### src/rtl/dino_pkg.sv
// Shared constants for the runner game: FSM state encoding and the default
// obstacle geometry/speed values used by the scheduler, renderer and
// collision logic.
package dino_pkg;

    typedef enum logic [1:0] {
        ST_IDLE = 2'd0,
        ST_RUN  = 2'd1,
        ST_HALT = 2'd2
    } game_state_t;

    localparam int DINO_SPAWN_X    = 640;
    localparam int DINO_RESTART_X  = 630;
    localparam int DINO_RETIRE_X   = -40;
    localparam int DINO_MIN_GAP    = 250;
    localparam int DINO_BASE_SPEED = 4;

endpackage

### src/rtl/obstacle_slot.sv
// obstacle_slot: one obstacle's registers (signed x, sprite type, active).
// Ports:
//   pclk, rst_n          clock, synchronous active-low reset
//   rearm                return to the reset values (game restart)
//   load, load_x,
//   load_type            spawn: take new x/type and become active
//   move, step           x <= x - step (13-bit wrap)
//   retire               clear active
//   x, typ, active       registered slot state
module obstacle_slot #(
    parameter int   RST_X      = 0,
    parameter logic RST_ACTIVE = 1'b0
) (
    input  logic               pclk,
    input  logic               rst_n,
    input  logic               rearm,
    input  logic               load,
    input  logic               retire,
    input  logic               move,
    input  logic [6:0]         step,
    input  logic signed [12:0] load_x,
    input  logic [1:0]         load_type,
    output logic signed [12:0] x,
    output logic [1:0]         typ,
    output logic               active
);

    always_ff @(posedge pclk) begin
        if (!rst_n || rearm) begin
            x      <= 13'(RST_X);
            typ    <= '0;
            active <= RST_ACTIVE;
        end else if (load) begin
            x      <= load_x;
            typ    <= load_type;
            active <= 1'b1;
        end else begin
            if (move)
                x <= x - $signed({6'b0, step});
            if (retire)
                active <= 1'b0;
        end
    end

endmodule

### src/rtl/obstacle_scheduler.sv
// obstacle_scheduler: spawns, scrolls and retires up to NUM_SLOTS obstacles
// per video frame, keeps the score and derives the scroll speed.
// Ports:
//   pclk, rst_n    clock, synchronous active-low reset
//   frame_tick     one-cycle pulse per frame (motion step)
//   start          IDLE->RUN, HALT->IDLE (re-arm)
//   collision      level; RUN->HALT, wins over frame_tick
//   rnd            LFSR value: rnd[9:8] sprite type, rnd[8:0] next gap offset
//   slot_x         signed 13-bit x per slot, slot i at [13i+12:13i]
//   slot_type      2-bit type per slot
//   slot_active    per-slot valid
//   score          retired obstacle count, saturating at 1023
//   speed          scroll step in pixels per frame
//   spawn_pulse    one cycle after a spawn
//   state_o        IDLE=0, RUN=1, HALT=2
// Build option: define OBSTACLE_SPEEDUP_EN to make speed follow score[9:4];
// otherwise speed stays at BASE_SPEED.
module obstacle_scheduler
    import dino_pkg::*;
#(
    parameter int NUM_SLOTS  = 3,
    parameter int SPAWN_X    = DINO_SPAWN_X,
    parameter int RESTART_X  = DINO_RESTART_X,
    parameter int RETIRE_X   = DINO_RETIRE_X,
    parameter int MIN_GAP    = DINO_MIN_GAP,
    parameter int BASE_SPEED = DINO_BASE_SPEED
) (
    input  logic                      pclk,
    input  logic                      rst_n,
    input  logic                      frame_tick,
    input  logic                      start,
    input  logic                      collision,
    input  logic [9:0]                rnd,
    output logic [13*NUM_SLOTS-1:0]   slot_x,
    output logic [2*NUM_SLOTS-1:0]    slot_type,
    output logic [NUM_SLOTS-1:0]      slot_active,
    output logic [9:0]                score,
    output logic [6:0]                speed,
    output logic                      spawn_pulse,
    output logic [1:0]                state_o
);

    localparam logic signed [12:0] RETIRE_X13 = 13'(RETIRE_X);

    game_state_t        state;
    logic [1:0]         last;
    logic [8:0]         gap_off;

    logic signed [12:0] xs [NUM_SLOTS];
    logic [1:0]         ts [NUM_SLOTS];
    logic [NUM_SLOTS-1:0] act, mv, ret, ld;

    logic               tick_run, rearm, spawn_ok;
    logic [1:0]         nxt, nret;
    logic signed [12:0] spawn_thr;
    logic [10:0]        score_sum;
    logic [9:0]         score_next;
    logic [6:0]         speed_next;

    // Collision takes priority over the frame tick in RUN.
    assign tick_run  = (state == ST_RUN) && frame_tick && !collision;
    assign rearm     = (state == ST_HALT) && start;
    assign nxt       = (last == 2'(NUM_SLOTS - 1)) ? 2'd0 : last + 2'd1;
    assign spawn_thr = 13'(SPAWN_X - MIN_GAP) - 13'(gap_off);

    // All decisions use pre-update slot state; a still-active next slot
    // defers the spawn until a later tick instead of skipping ahead.
    assign spawn_ok  = tick_run && !act[nxt] &&
                       (!act[last] || (xs[last] < spawn_thr));

    always_comb begin
        mv   = '0;
        ret  = '0;
        ld   = '0;
        nret = '0;
        for (int unsigned i = 0; i < NUM_SLOTS; i++) begin
            mv[i]  = tick_run && act[i];
            ret[i] = mv[i] && (xs[i] < RETIRE_X13);
            ld[i]  = spawn_ok && (nxt == 2'(i));
            nret   = nret + 2'(ret[i]);
        end
    end

    assign score_sum  = {1'b0, score} + {9'b0, nret};
    assign score_next = score_sum[10] ? 10'd1023 : score_sum[9:0];

`ifdef OBSTACLE_SPEEDUP_EN
    assign speed_next = 7'(BASE_SPEED) + {1'b0, score_next[9:4]};
`else
    assign speed_next = 7'(BASE_SPEED);
`endif

    for (genvar g = 0; g < NUM_SLOTS; g++) begin : g_slot
        obstacle_slot #(
            .RST_X      ((g == 0) ? RESTART_X : 0),
            .RST_ACTIVE ((g == 0) ? 1'b1 : 1'b0)
        ) u_slot (
            .pclk      (pclk),
            .rst_n     (rst_n),
            .rearm     (rearm),
            .load      (ld[g]),
            .retire    (ret[g]),
            .move      (mv[g]),
            .step      (speed),
            .load_x    (13'(SPAWN_X)),
            .load_type (rnd[9:8]),
            .x         (xs[g]),
            .typ       (ts[g]),
            .active    (act[g])
        );
        assign slot_x[13*g +: 13]  = xs[g];
        assign slot_type[2*g +: 2] = ts[g];
    end

    assign slot_active = act;
    assign state_o     = state;

    always_ff @(posedge pclk) begin
        if (!rst_n) begin
            state       <= ST_IDLE;
            last        <= '0;
            gap_off     <= '0;
            score       <= '0;
            speed       <= 7'(BASE_SPEED);
            spawn_pulse <= 1'b0;
        end else begin
            spawn_pulse <= spawn_ok;
            case (state)
                ST_IDLE: begin
                    if (start) begin
                        state   <= ST_RUN;
                        gap_off <= rnd[8:0];
                    end
                end
                ST_RUN: begin
                    if (collision) begin
                        state <= ST_HALT;
                    end else if (frame_tick) begin
                        score <= score_next;
                        speed <= speed_next;
                        if (spawn_ok) begin
                            last    <= nxt;
                            gap_off <= rnd[8:0];
                        end
                    end
                end
                ST_HALT: begin
                    if (start) begin
                        state   <= ST_IDLE;
                        last    <= '0;
                        gap_off <= '0;
                        score   <= '0;
                        speed   <= 7'(BASE_SPEED);
                    end
                end
                default: state <= ST_IDLE;
            endcase
        end
    end

endmodule
### config.mk
export PLATFORM = sky130hd
export DESIGN_NAME = obstacle_scheduler
export DESIGN_NICKNAME = d
export VERILOG_FILES = /design/src/rtl/dino_pkg.sv /design/src/rtl/obstacle_slot.sv /design/src/rtl/obstacle_scheduler.sv
export SDC_FILE = /design/constraint.sdc
export NUM_CORES = 1
export LEC_CHECK = 0
export BUFFER_PORTS_ARGS = -buffer_cell sky130_fd_sc_hd__buf_2
export CAP_MARGIN = 30
export CORE_MARGIN = 5
export CORE_UTILIZATION = 45
export CTS_BUF_LIST = sky130_fd_sc_hd__clkbuf_4 sky130_fd_sc_hd__clkbuf_8 sky130_fd_sc_hd__clkbuf_16
export DETAILED_ROUTE_END_ITERATION = 12
export GPL_ROUTABILITY_DRIVEN = 0
export PLACE_DENSITY_LB_ADDON = 0.08
export SLEW_MARGIN = 20
export SYNTH_ARGS = -nofsm -noshare
export SYNTH_HDL_FRONTEND = slang
export SYNTH_SLANG_ARGS = --single-unit
### constraint.sdc
create_clock -name pclk -period 4.6 [get_ports pclk]
set_input_delay 0.23 -clock pclk [delete_from_list [all_inputs] [get_ports pclk]]
set_output_delay 0.23 -clock pclk [all_outputs]
set_load 0.02 [all_outputs]
==> results of run 1 <==
-- per-stage QoR --
stage / power (µW) / util (%) / setup WS, ns / hold slack (ns)
after floorplan: 703 / - / 1.10 / 0.372
after CTS: 1250 / 51.7 / 0.913 / 0.113
after detailed placement: 724 / 49.3 / 0.923 / 0.457
final: 1230 / 51.7 / 0.890 / 0.121
after global placement: 722 / 49.3 / 1.03 / 0.443
after global routing: 1300 / 51.7 / 0.555 / 0.124
-- cell families after synthesis --
kind of cell | after synthesis
AOI/OAI and AO/OA | 84
xor gates and xnor gates | 36
adders and majority gates | 20
buffers and inverters | 49
DFF | 67
muxes | 27
other | 2
and+or+nand+nor | 186
-- Yosys cell counts (3+ instances only) --
cell and count:
xnor2_1 23, nand2b_1 9, nand4_1 5, ha_1 18, a22oi_1 3, inv_1 14, xor2_1 13, a22o_1 3
nand2_1 57, and2_1 4, nor2b_1 12, nor2_1 46, buf_4 17, clkbuf_1 12, nor3b_1 3, o21ai_0 26
nor4_1 4, nor3_1 13, and3_1 4, a21oi_1 29, dfxtp_1 67, buf_2 3, a21o_1 4, mux2i_1 26
nand3_1 13
-- sequential cells by signal (all words and copies together), names as in the netlist --
name	cells
g_slot.u_slot.active	3
g_slot.u_slot.typ	6
g_slot.u_slot.x	34
gap_off	9
last	2
score	10
spawn_pulse	1
state_o	2
-- worst register-to-register path: cells and delay by family, from the launching register on --
family                     cells  cell delay, ns
DFF                            1            0.41
AOI/OAI and AO/OA              3            0.58
and+or+nand+nor                7            1.38
adders and majority gates      3            1.19
buffers and inverters          1            0.04
-- area by class of cell --
class                   count  area (µm²)  share of cell area (%)
clock buffers              12         165                    3.71
clock inverters             4        47.5                    1.07
inverters                  14        52.6                    1.18
multi-input cells         365        2330                    52.4
flip-flops and latches     67        1340                    30.2
well taps                 108         135                    3.04
repair buffers             73         373                    8.38
-- metal layers --
layer | part of all wire (%) | up-vias | track usage, %
met1 | 45 | 1552 | 24.8
met3 | 5.8 | 25 | 4.47
met4 | 2.5 | 0 | 7.77
li1 | - | 1715 | -
met2 | 47 | 107 | 31.3
met5 | 0 | - | 0
-- where the power goes --
part	internal [µW]	leakage (µW)	switching, µW	total [µW]
Clock	293	0.000108	232	525
Sequential	588	0.000541	9.44	598
Combinational	44.5	0.00123	67.6	112
-- worst max path at each step --
| stage | startpoint | slack, ns | depth (start not counted) | end |
|---|---|---|---|---|
| after floorplan | state_o[0] | 1.10 | 16 | score[7] |
| after global placement | collision | 1.03 | 15 | score[3] |
| after detailed placement | collision | 0.92 | 15 | score[3] |
| after CTS | state_o[0] | 0.91 | 14 | score[3] |
| after global routing | last[1] | 0.55 | 11 | g_slot[1].u_slot.x[3] |
| final | state_o[0] | 0.89 | 14 | score[3] |
==> qor.yml, run 1 <==
synth:
  synthMuxAreaShare_pct: 6.96
  synth-compound-area-share_pct: 13.0
  dominantRegCellSynth: "dfxtp_1"
  synth.area.top_cells: "dfxtp_1 (34%), mux2i_1 (6.7%), ha_1 (5.8%)"
  seq_area_frac_synth_pct: 34.4
  async_reset_ff_share_pct: 0
  synth_top_cell_by_area: "dfxtp_1"
  syn_area_per_cell_um2: 8.29
  yosys.area_share.simple_pct: 23.8
  synth_top_area_share_pct: 34.4
  yosys_warnings: 0
  ys_ff_latch: 67
  ys_types: 56
  synth_top_family_by_area: "simple AND/OR/NAND/NOR gates"
  synth_edf_count: 0
  synthXorXnorAreaFrac_pct: 8.08
  synth_fa_ha_area_share_pct: 6.80
  syn_area_um2: 3900
  synthCells: 471
die:
  io_pins: 83
  die_x_um: 103
  start_util_pct: 45.4
  dieArea_um2: 10600
  core-area_um2: 8590
  die_y_um: 103
  row_count: 34
setup_path:
  startpoint_type: "flop"
  crit_family: "simple AND/OR/NAND/NOR gates"
  r2r_cells: 14
  r2r-end: "score[3]"
  rr_startpoint: "state_o[0]"
  required_ns: 4.85
  r2r_slack_ns: 0.89
  cp.arrival_ns: 3.96
  crit_path_top_delay_cell: "fa_1"
  worst-path-buf-inv: 1
  max_stage_delay_ns: 0.55
  critPathMaxFanout: 8
  crit_chain: "and4bb_2, and2_1, o311ai_0, fa_1, inv_1, ha_1, fa_1, and3_1, and3_1, nand2_1, or2_2, o21ai_0, a22oi_1, nor2b_1"
  worstSetupPathType: "flop to flop"
  cp-end-kind: "flop"
place:
  place_inst: 627
  port-buffer-count: 70
  hpwl_mm: 7.50
  placed_cell_area_um2: 4230
clocking:
  clockRootBuffer: "clkbuf_8"
  clock_latency_ns: 0.35
  ctsHoldBuffers: 0
  numCtsBuffers: 9
  ctsResizeCount: 0
  cts_sinks: 67
  cts_tree: "built"
  htreeDepth: 3
  postCtsSetupBuffers: 0
  clk_path_buf_depth: 2
  path_clk_slew_ns: 0.08
pwr:
  vdd_drop_max_mv: 0.199
  p_per_area_nw_per_um2: 278
  power_leakage_uw: 0.00188
min_path:
  hp-start: "rnd[4]"
  hold_depth: 3
  min_to: "gap_off[4]"
  hold_path_class: "primary input to flop"
timing:
  tns_ns: 0
  worstMarginPinSlew_ns: 0.752
  skew_ns: 0.00773
  finalSetupViolations: 0
  relSlewSlack_pct: 49.7
  fin_crit_sh_pct: 80.6
  hold_viol: 0
  slew_violations: 0
  rsz0062_at_grt: "false"
  period_minus_slack_ns: 3.71
  fmax_ghz: 0.270
layout:
  num_antenna_cells: 0
  final_cell_area_um2: 4450
  layout_commonest_cell: "buf_2"
  final_cell_mix: "buf_2 (70), dfxtp_1 (67), nand2_1 (57)"
  fin_cells: 643
  nNetsFinal: 565
  fill_cells: 846
  final_layout_size_suffix_gt1_share_pct: 18.9
  area_delta_synth_final_pct: 13.9
global_route:
  grt_pass1_vias: 3247
  grt_max_degree: 23
  track_usage_pct: 19.3
  antenna_found_initial: 0
  grt_overflow: 0
  grt_pass1_wl_mm: 16.0
routing:
  wl_per_cell_um: 15.3
  drt_iter0_drc: 131
  drt_pass1_iterations: 4
  routed_wl_mm: 9.81
  vias: 3399
  route.detailed.drc: 0
  vias_per_cell: 5.29
  ant_nets: 0
run:
  maxCapViolCount: 0
status:
  status: "finished, final reports clean"
(Power assumes the default switching activity.)
==> inputs of run 2 (changes only) <==
==> constraint.sdc (replaced) <==
create_clock -name pclk -period 3.1 [get_ports pclk]
set_input_delay 0.155 -clock pclk [delete_from_list [all_inputs] [get_ports pclk]]
set_output_delay 0.155 -clock pclk [all_outputs]
set_load 0.02 [all_outputs]
==> run 2 against run 1 <==
Compared with the run above:
- the run now ends with setup timing left
- fmax is 18% higher
- combinational power increased by 68%
- critical path depth grew 1
- hold slack worse by 0.085 ns
- register-to-register slack lost 0.94 ns
- first-iteration DRC count shrank 19%
- final cell count is 7.0% higher
- via count rose by 6.0%
- largest cell class unchanged
- largest power group unchanged
==> qor.yml, run 2 (synthesis gave the netlist of run 1 again) <==
status:
  status: "complete, but fails checks"  # was finished, final reports clean
  violations: "setup timing"
setup_path:
  required_ns: 3.35  # was 4.85 ns
  crit_chain: "and4bb_2, buf_6, nand4_1, fa_1, inv_1, ha_2, fa_2, and3_4, and3_4, nand2_4, or2_4, buf_6, a21oi_2, a21oi_1, nor2b_1"  # was and4bb_2, and2_1, o311ai_0, fa_1, inv_1, ha_1, fa_1, and3_1, and3_1, nand2_1, or2_2, o21ai_0, a22oi_1, nor2b_1
  r2r_cells: 15  # was 14
  cp.arrival_ns: 3.40  # was 3.96 ns
  r2r_slack_ns: -0.05  # was 0.89 ns
  worstSetupPathType: "flop to flop"  # unchanged
  rr_startpoint: "state_o[1]"  # was state_o[0]
  critPathMaxFanout: 5  # was 8
  startpoint_type: "flop"  # unchanged
  max_stage_delay_ns: 0.56  # was 0.55 ns
  cp-end-kind: "flop"  # unchanged
  r2r-end: "score[5]"  # was score[3]
  crit_path_top_delay_cell: "fa_1"  # unchanged
clocking:
  clockRootBuffer: "clkbuf_8"  # unchanged
  htreeDepth: 3  # unchanged
  clock_latency_ns: 0.36  # was 0.35 ns
  ctsHoldBuffers: 0  # unchanged
  path_clk_slew_ns: 0.08  # about the same
  cts_sinks: 67  # unchanged
  clk_path_buf_depth: 2  # unchanged
  cts_tree: "built"  # unchanged
  numCtsBuffers: 9  # unchanged
pwr:
  p_per_area_nw_per_um2: 364  # was 278 nW/µm²
  p_sw_uw: 494  # was 309 µW
  combPwrFrac_pct: 10.5  # was 9.1%
  internal-power_uw: 1300  # was 926 µW
  p_sw_share_pct: 27.6  # was 25.1%
  power_leakage_uw: 0.00213  # was 0.00188 µW
  vdd_drop_max_mv: 0.199  # about the same
  clockPowerShare_pct: 39.9  # was 42.5%
  p_seq_share_pct: 49.5  # was 48.4%
min_path:
  min_to: "gap_off[3]"  # was gap_off[4]
  hold_depth: 3  # unchanged
  hp-start: "rnd[3]"  # was rnd[4]
  hold_path_class: "primary input to flop"  # unchanged
timing:
  finalSetupViolations: 4  # was 0
  relSlewSlack_pct: 49.9  # was 49.7%
  whs_ns: 0.0359  # was 0.121 ns
  hold_viol: 0  # unchanged
  worstMarginPinSlew_ns: 0.751  # was 0.752 ns
  fmax_ghz: 0.317  # was 0.270 GHz
  fin_crit_sh_pct: 102  # was 80.6%
  slew_violations: 0  # unchanged
  skew_ns: 0.00986  # was 0.00773 ns
  setup_ws_ns: -0.0500  # was 0.890 ns
  period_minus_slack_ns: 3.15  # was 3.71 ns
  rsz0062_at_grt: "true"  # was false
global_route:
  track_usage_pct: 20.2  # was 19.3%
  grt_pass1_wl_mm: 16.5  # was 16.0 mm
  antenna_found_initial: 0  # unchanged
  grt_overflow: 0  # unchanged
  grt_pass1_vias: 3346  # was 3247
  grt_max_degree: 23  # unchanged
layout:
  largest_reg_flops: 34  # unchanged
  final_layout_size_suffix_gt1_share_pct: 29.1  # was 18.9%
  area_delta_synth_final_pct: 26.1  # was 13.9%
  regMostFlops: "g_slot.u_slot.x"  # unchanged
  final_cell_mix: "buf_2 (70), dfxtp_1 (64), nand2_1 (54)"  # was buf_2 (70), dfxtp_1 (67), nand2_1 (57)
  fill_cells: 850  # was 846
  num_antenna_cells: 0  # unchanged
  final_util_pct: 57.3  # was 51.7%
  largest_registers: "g_slot.u_slot.x x34, score x10, gap_off x9"  # unchanged
  nNetsFinal: 610  # was 565
  layout_commonest_cell: "buf_2"  # unchanged
  fin_cells: 688  # was 643
run:
  maxCapViolCount: 0  # unchanged
routing:
  vias: 3602  # was 3399
  route.detailed.drc: 0  # unchanged
  wl_per_cell_um: 15.3  # about the same
  routed_wl_mm: 10.5  # was 9.81 mm
  drt_pass1_iterations: 5  # was 4
  drt_iter0_drc: 106  # was 131
  ant_nets: 0  # unchanged
  vias_per_cell: 5.24  # was 5.29
die:
  io_pins: 83  # unchanged
  die_x_um: 103  # unchanged
  core-area_um2: 8590  # unchanged
  start_util_pct: 45.4  # unchanged
  die_y_um: 103  # unchanged
  dieArea_um2: 10600  # unchanged
  row_count: 34  # unchanged
place:
  hpwl_mm: 8.14  # was 7.50 mm
  port-buffer-count: 70  # unchanged
  place_inst: 667  # was 627
==> run 2: repair_timing <==
action / in CTS / in global routing
hold endpoints to repair: 0 / 0
endpoints found under the setup margin: 5 / 29
setup buffers: 0 / 5
pin swaps: 5 / 14
resized for setup: 3 / 20
==> run 2: power by group through the flow <==
| stage | registers [µW] | logic (µW) | clock network (µW) |
|---|---|---|---|
| 4_1_cts | 886 | 185 | 739 |
| 6_report | 886 | 188 | 714 |
| 3_5_place_dp | 905 | 182 | 0 |
| 3_3_place_gp | 905 | 178 | 0 |
| 5_1_grt | 889 | 212 | 773 |
| 2_1_floorplan | 906 | 137 | 0 |
==> run 2: critical path: cells and delay by family, from the launching register on <==
family	cells	cell delay, ns
flops	1	0.35
compound gates	2	0.17
fa+ha+maj	3	1.12
buf+inv	3	0.27
simple gates	7	1.14
==> run 2: how the worst max path moves through the flow <==
stage,startpoint,end,slack (ns),cells past startpoint
finish,state_o[1],score[5],-0.05,15
global route,state_o[1],score[5],-0.18,15
CTS,state_o[1],score[7],0.0008,14
detailed placement,gap_off[1],g_slot[0].u_slot.x[9],-0.05,13
global placement,gap_off[0],g_slot[0].u_slot.x[9],0.02,13
floorplan,state_o[1],score[7],-0.10,16
==> run 2: through the flow <==
step                      setup WS, ns  power (µW)  TNS (ns)  area [µm²]
after floorplan                 -0.100        1040    -0.368        3990
after global placement          0.0229        1080         0        4600
after detailed placement       -0.0484        1090   -0.0495        4600
after CTS                     0.000774        1810         0        4810
after global routing            -0.181        1870     -1.03        4920
final                          -0.0500        1790    -0.142        4920
==> run 2: area by class of cell <==
type	count	area, µm²	share of cell area (%)
clock inverters	6	47.5	0.966
inverters	14	52.6	1.07
multi-input cells	365	2440	49.7
flip-flops and latches	67	1350	27.4
clock buffers	10	149	3.03
repair buffers	118	743	15.1
well taps	108	135	2.75
==> run 2: layer usage <==
metal | up-vias | global-route usage [%] | routed length [µm]
li1 | 1803 | - | -
met1 | 1699 | 25.1 | 4470
met2 | 84 | 34.3 | 5250
met3 | 16 | 3.86 | 606
met4 | 0 | 7.97 | 192
met5 | - | 0 | 0
